===== src/rtl/transpose_buffer_pingpong_pkg.sv =====
// ============================================================================
// Module   : tpb_pkg
// Brief    : Shared types and helpers for the ping-pong transpose buffer.
// Revision : 1.0
// ============================================================================
`default_nettype none

package tpb_pkg;

  typedef enum logic [1:0] {
    EMPTY = 2'd0,
    FILL  = 2'd1,
    FULL  = 2'd2,
    DRAIN = 2'd3
  } bank_state_e;

  localparam int NUM_BANKS = 2;

  // LSB position of lane 'lane' in a packed bus of 'width'-bit elements.
  function automatic int lane_lsb(input int lane, input int width);
    return lane * width;
  endfunction

endpackage

`default_nettype wire


===== src/rtl/transpose_buffer_pingpong_if.sv =====
// ============================================================================
// Module   : transpose_buffer_pingpong_if
// Brief    : Row-in / column-out stream bundle for the transpose buffer.
// Revision : 1.0
// ============================================================================
`default_nettype none

interface transpose_buffer_pingpong_if #(
  parameter int DATA_WIDTH     = 16,
  parameter int SYSTOLIC_WIDTH = 4
);
  localparam int BUS_W = DATA_WIDTH * SYSTOLIC_WIDTH;

  logic             in_valid;
  logic             in_ready;
  logic [BUS_W-1:0] in_data;
  logic             out_valid;
  logic             out_ready;
  logic [BUS_W-1:0] out_data;
  logic             out_last;
  logic [15:0]      tile_cnt;

  modport master (
    output in_valid, in_data, out_ready,
    input  in_ready, out_valid, out_data, out_last, tile_cnt
  );

  modport slave (
    input  in_valid, in_data, out_ready,
    output in_ready, out_valid, out_data, out_last, tile_cnt
  );
endinterface

`default_nettype wire


===== src/rtl/transpose_buffer_pingpong_bank.sv =====
// ============================================================================
// Module   : tpb_bank
// Brief    : One NxN element register array; row write, column/row read.
// Revision : 1.0
// ============================================================================
`default_nettype none

module tpb_bank
  import tpb_pkg::*;
#(
  parameter int DATA_WIDTH     = 16,
  parameter int SYSTOLIC_WIDTH = 4,
  parameter int CNT_W          = $clog2(SYSTOLIC_WIDTH)
) (
  input  wire logic                               clk,
  input  wire logic                               rst_n,
  input  wire logic                               we,
  input  wire logic [CNT_W-1:0]                   wr_row,
  input  wire logic [SYSTOLIC_WIDTH*DATA_WIDTH-1:0] wr_data,
  input  wire logic [CNT_W-1:0]                   rd_col,
`ifdef TPB_BYPASS_EN
  input  wire logic [CNT_W-1:0]                   rd_row,
  output logic [SYSTOLIC_WIDTH*DATA_WIDTH-1:0]    row_data,
`endif
  output logic [SYSTOLIC_WIDTH*DATA_WIDTH-1:0]    col_data
);

  logic [DATA_WIDTH-1:0] mem_q [SYSTOLIC_WIDTH][SYSTOLIC_WIDTH];
  logic [DATA_WIDTH-1:0] mem_d [SYSTOLIC_WIDTH][SYSTOLIC_WIDTH];

  always_comb begin
    mem_d = mem_q;
    if (we) begin
      for (int j = 0; j < SYSTOLIC_WIDTH; j++) begin
        mem_d[wr_row][j] = wr_data[lane_lsb(j, DATA_WIDTH) +: DATA_WIDTH];
      end
    end
  end

  always_ff @(posedge clk or negedge rst_n) begin
    if (!rst_n) begin
      for (int r = 0; r < SYSTOLIC_WIDTH; r++) begin
        for (int c = 0; c < SYSTOLIC_WIDTH; c++) begin
          mem_q[r][c] <= '0;
        end
      end
    end else begin
      mem_q <= mem_d;
    end
  end

  // Column read: lane r carries element [r][rd_col].
  always_comb begin
    col_data = '0;
    for (int r = 0; r < SYSTOLIC_WIDTH; r++) begin
      col_data[lane_lsb(r, DATA_WIDTH) +: DATA_WIDTH] = mem_q[r][rd_col];
    end
  end

`ifdef TPB_BYPASS_EN
  always_comb begin
    row_data = '0;
    for (int j = 0; j < SYSTOLIC_WIDTH; j++) begin
      row_data[lane_lsb(j, DATA_WIDTH) +: DATA_WIDTH] = mem_q[rd_row][j];
    end
  end
`endif

endmodule

`default_nettype wire


===== src/rtl/transpose_buffer_pingpong.sv =====
// ============================================================================
// Module   : transpose_buffer_pingpong
// Brief    : Double-buffered NxN streaming transposer (rows in, columns out).
//            Optional per-tile pass-through mode under macro TPB_BYPASS_EN.
// Revision : 1.0
// ============================================================================
`default_nettype none

module transpose_buffer_pingpong
  import tpb_pkg::*;
#(
  parameter int DATA_WIDTH     = 16,
  parameter int SYSTOLIC_WIDTH = 4,
  parameter int CNT_W          = $clog2(SYSTOLIC_WIDTH)
) (
  input  wire logic                  clk,
  input  wire logic                  rst_n,
`ifdef TPB_BYPASS_EN
  input  wire logic                  cfg_bypass,
`endif
  transpose_buffer_pingpong_if.slave bus
);

  localparam int               BUS_W    = SYSTOLIC_WIDTH * DATA_WIDTH;
  localparam logic [CNT_W-1:0] LAST_IDX = CNT_W'(SYSTOLIC_WIDTH - 1);

  bank_state_e      state_q [NUM_BANKS];
  bank_state_e      state_d [NUM_BANKS];
  logic             wr_bank_q, wr_bank_d;
  logic             rd_bank_q, rd_bank_d;
  logic [CNT_W-1:0] wr_row_q, wr_row_d;
  logic [CNT_W-1:0] rd_col_q, rd_col_d;
  logic [15:0]      tile_cnt_q, tile_cnt_d;
`ifdef TPB_BYPASS_EN
  logic             bypass_q [NUM_BANKS];
  logic             bypass_d [NUM_BANKS];
  logic [BUS_W-1:0] row_data [NUM_BANKS];
`endif

  logic             wr_ready;
  logic             rd_valid;
  logic             wr_fire;
  logic             rd_fire;
  logic [BUS_W-1:0] col_data [NUM_BANKS];

  // Handshake qualifiers decode registered state only.
  always_comb begin
    wr_ready = (state_q[wr_bank_q] == EMPTY) || (state_q[wr_bank_q] == FILL);
    rd_valid = (state_q[rd_bank_q] == FULL)  || (state_q[rd_bank_q] == DRAIN);
    wr_fire  = bus.in_valid && wr_ready;
    rd_fire  = rd_valid && bus.out_ready;
  end

  // Write and read can only touch different banks, since the write bank is
  // EMPTY/FILL while the read bank is FULL/DRAIN.
  always_comb begin
    state_d    = state_q;
    wr_bank_d  = wr_bank_q;
    rd_bank_d  = rd_bank_q;
    wr_row_d   = wr_row_q;
    rd_col_d   = rd_col_q;
    tile_cnt_d = tile_cnt_q;
`ifdef TPB_BYPASS_EN
    bypass_d   = bypass_q;
`endif

    if (wr_fire) begin
      if (state_q[wr_bank_q] == EMPTY) begin
        state_d[wr_bank_q] = FILL;
`ifdef TPB_BYPASS_EN
        bypass_d[wr_bank_q] = cfg_bypass;
`endif
      end
      if (wr_row_q == LAST_IDX) begin
        state_d[wr_bank_q] = FULL;
        wr_row_d           = '0;
        wr_bank_d          = ~wr_bank_q;
      end else begin
        wr_row_d = wr_row_q + CNT_W'(1);
      end
    end

    if (rd_fire) begin
      if (state_q[rd_bank_q] == FULL) begin
        state_d[rd_bank_q] = DRAIN;
      end
      if (rd_col_q == LAST_IDX) begin
        state_d[rd_bank_q] = EMPTY;
        rd_col_d           = '0;
        rd_bank_d          = ~rd_bank_q;
        tile_cnt_d         = tile_cnt_q + 16'd1;
      end else begin
        rd_col_d = rd_col_q + CNT_W'(1);
      end
    end
  end

  always_ff @(posedge clk or negedge rst_n) begin
    if (!rst_n) begin
      for (int b = 0; b < NUM_BANKS; b++) begin
        state_q[b] <= EMPTY;
`ifdef TPB_BYPASS_EN
        bypass_q[b] <= 1'b0;
`endif
      end
      wr_bank_q  <= 1'b0;
      rd_bank_q  <= 1'b0;
      wr_row_q   <= '0;
      rd_col_q   <= '0;
      tile_cnt_q <= '0;
    end else begin
      state_q    <= state_d;
      wr_bank_q  <= wr_bank_d;
      rd_bank_q  <= rd_bank_d;
      wr_row_q   <= wr_row_d;
      rd_col_q   <= rd_col_d;
      tile_cnt_q <= tile_cnt_d;
`ifdef TPB_BYPASS_EN
      bypass_q   <= bypass_d;
`endif
    end
  end

  for (genvar b = 0; b < NUM_BANKS; b++) begin : g_bank
    tpb_bank #(
      .DATA_WIDTH     (DATA_WIDTH),
      .SYSTOLIC_WIDTH (SYSTOLIC_WIDTH),
      .CNT_W          (CNT_W)
    ) u_bank (
      .clk      (clk),
      .rst_n    (rst_n),
      .we       (wr_fire && (wr_bank_q == 1'(b))),
      .wr_row   (wr_row_q),
      .wr_data  (bus.in_data),
      .rd_col   (rd_col_q),
`ifdef TPB_BYPASS_EN
      .rd_row   (rd_col_q),
      .row_data (row_data[b]),
`endif
      .col_data (col_data[b])
    );
  end

  always_comb begin
    bus.out_data = col_data[rd_bank_q];
`ifdef TPB_BYPASS_EN
    if (bypass_q[rd_bank_q]) begin
      bus.out_data = row_data[rd_bank_q];
    end
`endif
    bus.in_ready  = wr_ready;
    bus.out_valid = rd_valid;
    bus.out_last  = rd_valid && (rd_col_q == LAST_IDX);
    bus.tile_cnt  = tile_cnt_q;
  end

endmodule

`default_nettype wire


===== src/flat_wrapper.sv =====
// flat-port wrapper written by rule: the top's interface ports become plain ports
module transpose_buffer_pingpong_flat import tpb_pkg::*;
#(
  parameter int DATA_WIDTH     = 16,
  parameter int SYSTOLIC_WIDTH = 4,
  parameter int CNT_W          = $clog2(SYSTOLIC_WIDTH)
)
  (clk, rst_n, bus_in_valid, bus_in_data, bus_out_ready, bus_in_ready, bus_out_valid, bus_out_data, bus_out_last, bus_tile_cnt);
  transpose_buffer_pingpong_if #(.DATA_WIDTH(DATA_WIDTH), .SYSTOLIC_WIDTH(SYSTOLIC_WIDTH)) bus_i ();
  input  wire logic clk;
  input  wire logic rst_n;
  input wire logic [$bits(bus_i.in_valid)-1:0] bus_in_valid;
  input wire logic [$bits(bus_i.in_data)-1:0] bus_in_data;
  input wire logic [$bits(bus_i.out_ready)-1:0] bus_out_ready;
  output wire logic [$bits(bus_i.in_ready)-1:0] bus_in_ready;
  output wire logic [$bits(bus_i.out_valid)-1:0] bus_out_valid;
  output wire logic [$bits(bus_i.out_data)-1:0] bus_out_data;
  output wire logic [$bits(bus_i.out_last)-1:0] bus_out_last;
  output wire logic [$bits(bus_i.tile_cnt)-1:0] bus_tile_cnt;
  assign bus_i.in_valid = bus_in_valid;
  assign bus_i.in_data = bus_in_data;
  assign bus_i.out_ready = bus_out_ready;
  assign bus_in_ready = bus_i.in_ready;
  assign bus_out_valid = bus_i.out_valid;
  assign bus_out_data = bus_i.out_data;
  assign bus_out_last = bus_i.out_last;
  assign bus_tile_cnt = bus_i.tile_cnt;
  transpose_buffer_pingpong #(.DATA_WIDTH(DATA_WIDTH), .SYSTOLIC_WIDTH(SYSTOLIC_WIDTH), .CNT_W(CNT_W)) u_core (.clk(clk), .rst_n(rst_n), .bus(bus_i));
endmodule

===== config.mk =====
export PLATFORM = sky130hd
export DESIGN_NAME = transpose_buffer_pingpong_flat
export DESIGN_NICKNAME = d
export VERILOG_FILES = /design/src/rtl/transpose_buffer_pingpong_pkg.sv /design/src/rtl/transpose_buffer_pingpong_if.sv /design/src/rtl/transpose_buffer_pingpong_bank.sv /design/src/rtl/transpose_buffer_pingpong.sv /design/src/flat_wrapper.sv
export SDC_FILE = /design/constraint.sdc
export NUM_CORES = 1
export LEC_CHECK = 0
export BUFFER_PORTS_ARGS = -buffer_cell sky130_fd_sc_hd__buf_2
export CORE_ASPECT_RATIO = 2
export CORE_UTILIZATION = 65
export DETAILED_ROUTE_END_ITERATION = 6
export PLACE_DENSITY_LB_ADDON = 0.05
export SLEW_MARGIN = 20
export SYNTH_ARGS = -nofsm -noshare
export SYNTH_HDL_FRONTEND = slang
export SYNTH_SLANG_ARGS = --single-unit

===== constraint.sdc =====
create_clock -name clk -period 3.58 [get_ports clk]
set_input_delay 0.358 -clock clk [delete_from_list [all_inputs] [get_ports clk]]
set_output_delay 0.358 -clock clk [all_outputs]
set_load 0.02 [all_outputs]

== Word-level counts from Yosys, hierarchy flattened ==
Cells that the tools add are included.

* Register bits: 538
* Latch bits: 0
* Bits in writable memories: 0
* Memory bits (read-only): 0
* Input port bits: 68
* Output and inout bits: 83
* Logic and storage cells: 145
* Memories kept: 0

* Add/subtract/negate cells: 3
* $mul: 0
* Div/mod/pow operators: 0
* Order comparisons: 7
* Eq/ne operators: 5
* Shifts and indexed selects: 0
* Muxes and demuxes: 63
* Bitwise gates (word level): 15
* Reduce and logical (&&, ||, !) cells: 13

{| class="wikitable"
|+ Operators by type and width
! operator !! count
|-
| $bwmux W256 || 8
|-
| $demux W64 S2 || 4
|-
| $mux W16 || 17
|-
| $bmux W16 S2 || 8
|-
| $mux W64 || 4
|-
| $mux W48 || 1
|-
| $mux W32 || 1
|-
| $mux W4 || 8
|-
| $mux W2 || 10
|-
| $add A16 B1 Y16 const B || 1
|-
| $eq A2 B2 Y1 const B || 4
|-
| $logic_and A1 B1 Y1 || 8
|-
| $ge A3 B3 Y1 const B || 2
|-
| $not A2 Y3 || 2
|-
| $add A2 B1 Y2 const B || 2
|-
| $and A2 B2 Y2 || 2
|-
| $and A4 B4 Y4 || 1
|-
| $demux W2 S1 || 2
|-
| $ge A2 B2 Y1 const B || 2
|-
| $lt A2 B1 Y1 const B || 2
|-
| $not A1 Y2 || 2
|-
| $not A2 Y2 || 2
|-
| $not A4 Y4 || 1
|-
| $or A2 B2 Y2 || 2
|-
| 7 further kinds || 10
|}

== Logic depth before layout (Yosys ltp) ==
* Depth after elaboration: 18
* Depth in mapped cells: 7
* Mapped depth without buffers: 5

== Cells and area by module ==
Synthesis repeated with hierarchy kept, for this count alone.

* Cells, all modules: 1412
* Area total of the unflattened synthesis: 24237.0 µm²

{| class="wikitable"
|+ By module, submodules not included
! module !! times used !! cells each !! area each (µm²) !! sequential area each (µm²)
|-
| tpb_bank || 2 || 621 || 11162.0 || 6406.1
|-
| transpose_buffer_pingpong || 1 || 170 || 1913.1 || 600.6
|}

== Worst setup path after synthesis ==
OpenSTA, ideal clock, no wires.

* Kind: reg-to-output
* From: register u_core.rd_col_q[0]
* To: output port bus_out_data[0]
* Data arrival time: 1.636 ns
* Required time: 3.222 ns
* Setup slack: 1.586 ns
* Stages on the path, launching flop included: 6
* Path buffers: 3
* Cell sequence: dfrtp_1 clkbuf_1 buf_6 buf_6 mux4_2 mux2_2

* Word-level cells in the longest chain between the ends: 7
* Elaborated cells between the ends (all ways): 10
* Classes of those cells: mux: 9; bitwise: 1

{| class="wikitable"
|+ RTL lines
! what !! RTL line !! text
|-
| start: declaration || transpose_buffer_pingpong.sv:32 || <nowiki>logic [CNT_W-1:0] rd_col_q, rd_col_d;</nowiki>
|-
| start signal: assignment || transpose_buffer_pingpong.sv:116 || <nowiki>rd_col_q <= rd_col_d;</nowiki>
|-
| $not A2 Y3 (not written as such) * || transpose_buffer_pingpong_bank.sv:56 || <nowiki>col_data[lane_lsb(r, DATA_WIDTH) +: DATA_WIDTH] = mem_q[r][rd_col];</nowiki>
|-
| $bmux W16 S2 || transpose_buffer_pingpong_bank.sv:56 ||
|-
| $mux W16 (not written as such) (2 in series) || transpose_buffer_pingpong_bank.sv:56 ||
|-
| $mux W64 (not written as such) * (3 in series) || transpose_buffer_pingpong.sv:145 || <nowiki>bus.out_data = col_data[rd_bank_q];</nowiki>
|-
| end: declaration || flat_wrapper.sv:17 || <nowiki>output wire logic [$bits(bus_i.out_data)-1:0] bus_out_data;</nowiki>
|}

Every way passes the cells marked *; elsewhere a longest branch is shown, timed or not. The select of a mux whose other input is x is not followed.

== Worst setup path in the final report ==
* From: register u_core.rd_col_q[0]
* To: output port bus_out_data[28]

Same word-level chain as after synthesis.

==> run summary <==
Status: finished clean
Filler-free cell count of the finished design: 2038
Top post-synthesis cells by count: 536 x dfrtp_1, 515 x mux2_1, 128 x mux4_2, 64 x mux2_2, 63 x buf_2
Number of endpoints with negative hold slack in the final report: 0
Max Fanout on Critical Path: 27
Setup repair after global routing missed its margin: no
Number of max-capacitance violations reported: 0
FFs w/ async S/R, synth: 100%
Number of detailed-routing iterations run before antenna repair: 4
Total vias in the final route: 12700
Area used by sequential logic in the layout: 13400 um2
Clock tree from TritonCTS: done
Clock transition at the register clock pins on the worst setup and hold paths after CTS: 0.07 ns
Total die area: 37600 um2
Period Utilization, post-route: 90.4%
Post-route ant nets: 0
Antenna violations before repair: 4
Buffer depth of the longest clock path: 3
Maximum vdd drop: 0.680 mV
Clock tree root driver cell: clkbuf_16
Die span in y: 273 um
Cell type group with the largest total delay on the critical path: multiplexers
Area leader, netlist: dfrtp_1
Setup bufs post-CTS: 0
Starting density of the core: 65.8%
Placed inst area: 25100 um2
Number of remaining DRC errors: 0
Share of layout cells above drive strength 1: 28.7%
Total power of the final layout: 25700 uW
Worst path bufs/invs: 2
Measured slew at the worst slew-check pin: 1.05 ns
Max-slew violation total from the final report: 0
Area of the core region: 36300 um2
Flip-flop and latch count after synthesis: 536
CP endpoint kind: output pin
H-tree lvl count: 2
Number of global-route vias before repair: 14200
Buffers added on ports: 150
Logic gate share of total power: 38.7%
Synth-to-Final Area Change: 11.4%
Boundary pin count: 151
Non-Filler Cell Area, Final: 26600 um2
Count of mapped cells out of synthesis: 1418
Critical path data required time: 3.22 ns
Slowest cell on the critical path: dfrtp_4
Layout Nets: 1622
Upper clock frequency limit: 309 MHz
Clock period minus worst slack: 3.24 ns
Post-synthesis cell type count: 30
Power per unit of standard cell area: 965 nW/um2
Hold-fix buffer count after cts: 1
Total of endpoints with negative setup slack in the final report: 0
TritonCTS Buffers: 46
Cell Int Power: 17300 uW
Final setup TNS: 0 ns
Placed wire-length estimate after detailed placement: 30.6 mm
Sum of overflow across all layers after global routing: 0
Total global-route track usage: 27.9%
Post-Route WL: 48.8 mm
Area contributors post-synth: dfrtp_1 56%, mux2_1 24%, mux4_2 12%
Net switching power: 8420 uW
Via/cell ratio: 6.21
Placer's final routability congestion estimate: 0.736
Pin count of the biggest net entering global routing: 106
Sequential element share of the synthesized area: 56.1%
Total area of multi-input combinational cells: 9980 um2
Number of enable-type register cells in the synthesized netlist: 0
Warnings from Yosys: 0
Clock Sinks: 536
Mean instance size in the synthesized netlist: 16.9 um2
Worst setup skew after layout: 0.0179 ns
Relative slew margins: 29.8%
Dominant register cell in the synthesized netlist: dfrtp_1
Pre-CTS worst setup slack: 0.860 ns
First-pass GRT wire length: 78.6 mm
Power share of the sequential group: 41.7%
Width of the die: 138 um
Critical setup path kind: reg2out
First-iteration detailed-routing DRC count: 465
Synthesized net count: 1492
Average routed wire per standard cell: 23.9 um
Worst Setup Start Kind: flop
Layout filler cell count: 2319
Arrival time reported for the critical path endpoint: 2.88 ns
Cell Area, Synth: 23900 um2
Number of antenna cells inserted: 0
Worst setup slack after layout: 0.344 ns
Later-pin clock latency in the skew report: 0.56 ns
Placed Cells: 1953
Type of the most critical hold path: in2reg
Clock network fraction of total power: 19.6%
Most frequent cell after synthesis: dfrtp_1
Floorplan row count: 99
CP cell instances: buf_4 > mux4_2 > mux2_2 > buf_2
Leak pwr: 0.0118 uW
Resized cells post-CTS: 0
Fraction of power spent switching nets: 32.8%
Area share of the largest cell type after synthesis: 56.1%
Worst stage delay on the critical path: 0.78 ns
stage by stage:
stage,util (%),hold slack [ns]
after floorplan,-,0.0624
after global placement,69.1,0.459
after detailed placement,69.1,0.469
after CTS,73.3,0.104
after global routing,73.3,0.131
final,73.3,0.130
cell usage in the layout, fill, tap and decap left out, drive strengths merged:
master,n
nand2,10
inv,4
mux4,128
clkbuf,69
clkinv,12
mux2i,2
clkinvlp,1
a21o,3
buf,176
o21ai,1
a31oi,1
and3,7
xor2,1
dfrtp,536
bufinv,2
dlygate4sd3,1
nor2,3
ha,6
and2,1
and4,1
nand2b,1
xnor2,14
nand3,10
a21oi,1
mux2,579
nor2b,1
nand4,8
nor3,5
kinds of logic (layout without fill, tap and decap cells):
logic type | Yosys count | count (layout) | synth area share (%)
compound gates | 6 | 6 | 0.162
fa+ha+maj | 6 | 6 | 0.314
buf+inv | 99 | 265 | 2.31
simple gates | 47 | 47 | 1.11
flops | 536 | 536 | 56.1
xor+xnor | 15 | 15 | 0.550
mux | 709 | 709 | 39.4
sequential cells by signal (all words and copies together), names as in the netlist:
signal / cells
u_core.state_q: 2
u_core.rd_bank_q: 1
u_core.bus.tile_cnt: 16
u_core.wr_row_q: 2
u_core.rd_col_q: 2
u_core.wr_bank_q: 1
u_core.g_bank.u_bank.mem_q: 512
path summary, 6_finish.rpt:
check / startpoint / to / slack, ns / depth (start not counted)
max: u_core.rd_col_q[0] / bus_out_data[28] / 0.34 / 4
min: bus_in_data[1] / u_core.g_bank[1].u_bank.mem_q[241] / 0.13 / 2
max reg2reg: u_core.wr_row_q[0] / u_core.g_bank[1].u_bank.mem_q[35] / 1.28 / 4
min reg2reg: u_core.bus.tile_cnt[15] / u_core.bus.tile_cnt[15] / 0.47 / 1
max in group asynchronous: rst_n / u_core.g_bank[0].u_bank.mem_q[55] / 2.05 / 3
min in group asynchronous: rst_n / u_core.bus.tile_cnt[10] / 0.40 / 2
cell type report:
type	count	area share [%]
multi-input combinational	783	37.5
tap	454	2.13
timing repair buffer	177	4.10
clock buffer	69	5.27
sequential	536	50.4
clock inverter	15	0.480
inverter	4	0.0564
power by group through the flow:
stage | clock network (uW) | registers (uW) | logic (uW)
after CTS | 5150 | 10700 | 10100
final | 5030 | 10700 | 9930
after detailed placement | 0 | 10800 | 10100
after global routing | 5340 | 11100 | 10700
after floorplan | 0 | 9940 | 8000
after global placement | 0 | 10600 | 9790
routing by layer:
metal	track usage (%)	part of all wire [%]
met5	0	0.086
met4	8.68	2.7
met3	3.64	3.3
met2	50.2	55
met1	34.6	39
Note: power is estimated with default switching activity, not from simulation.
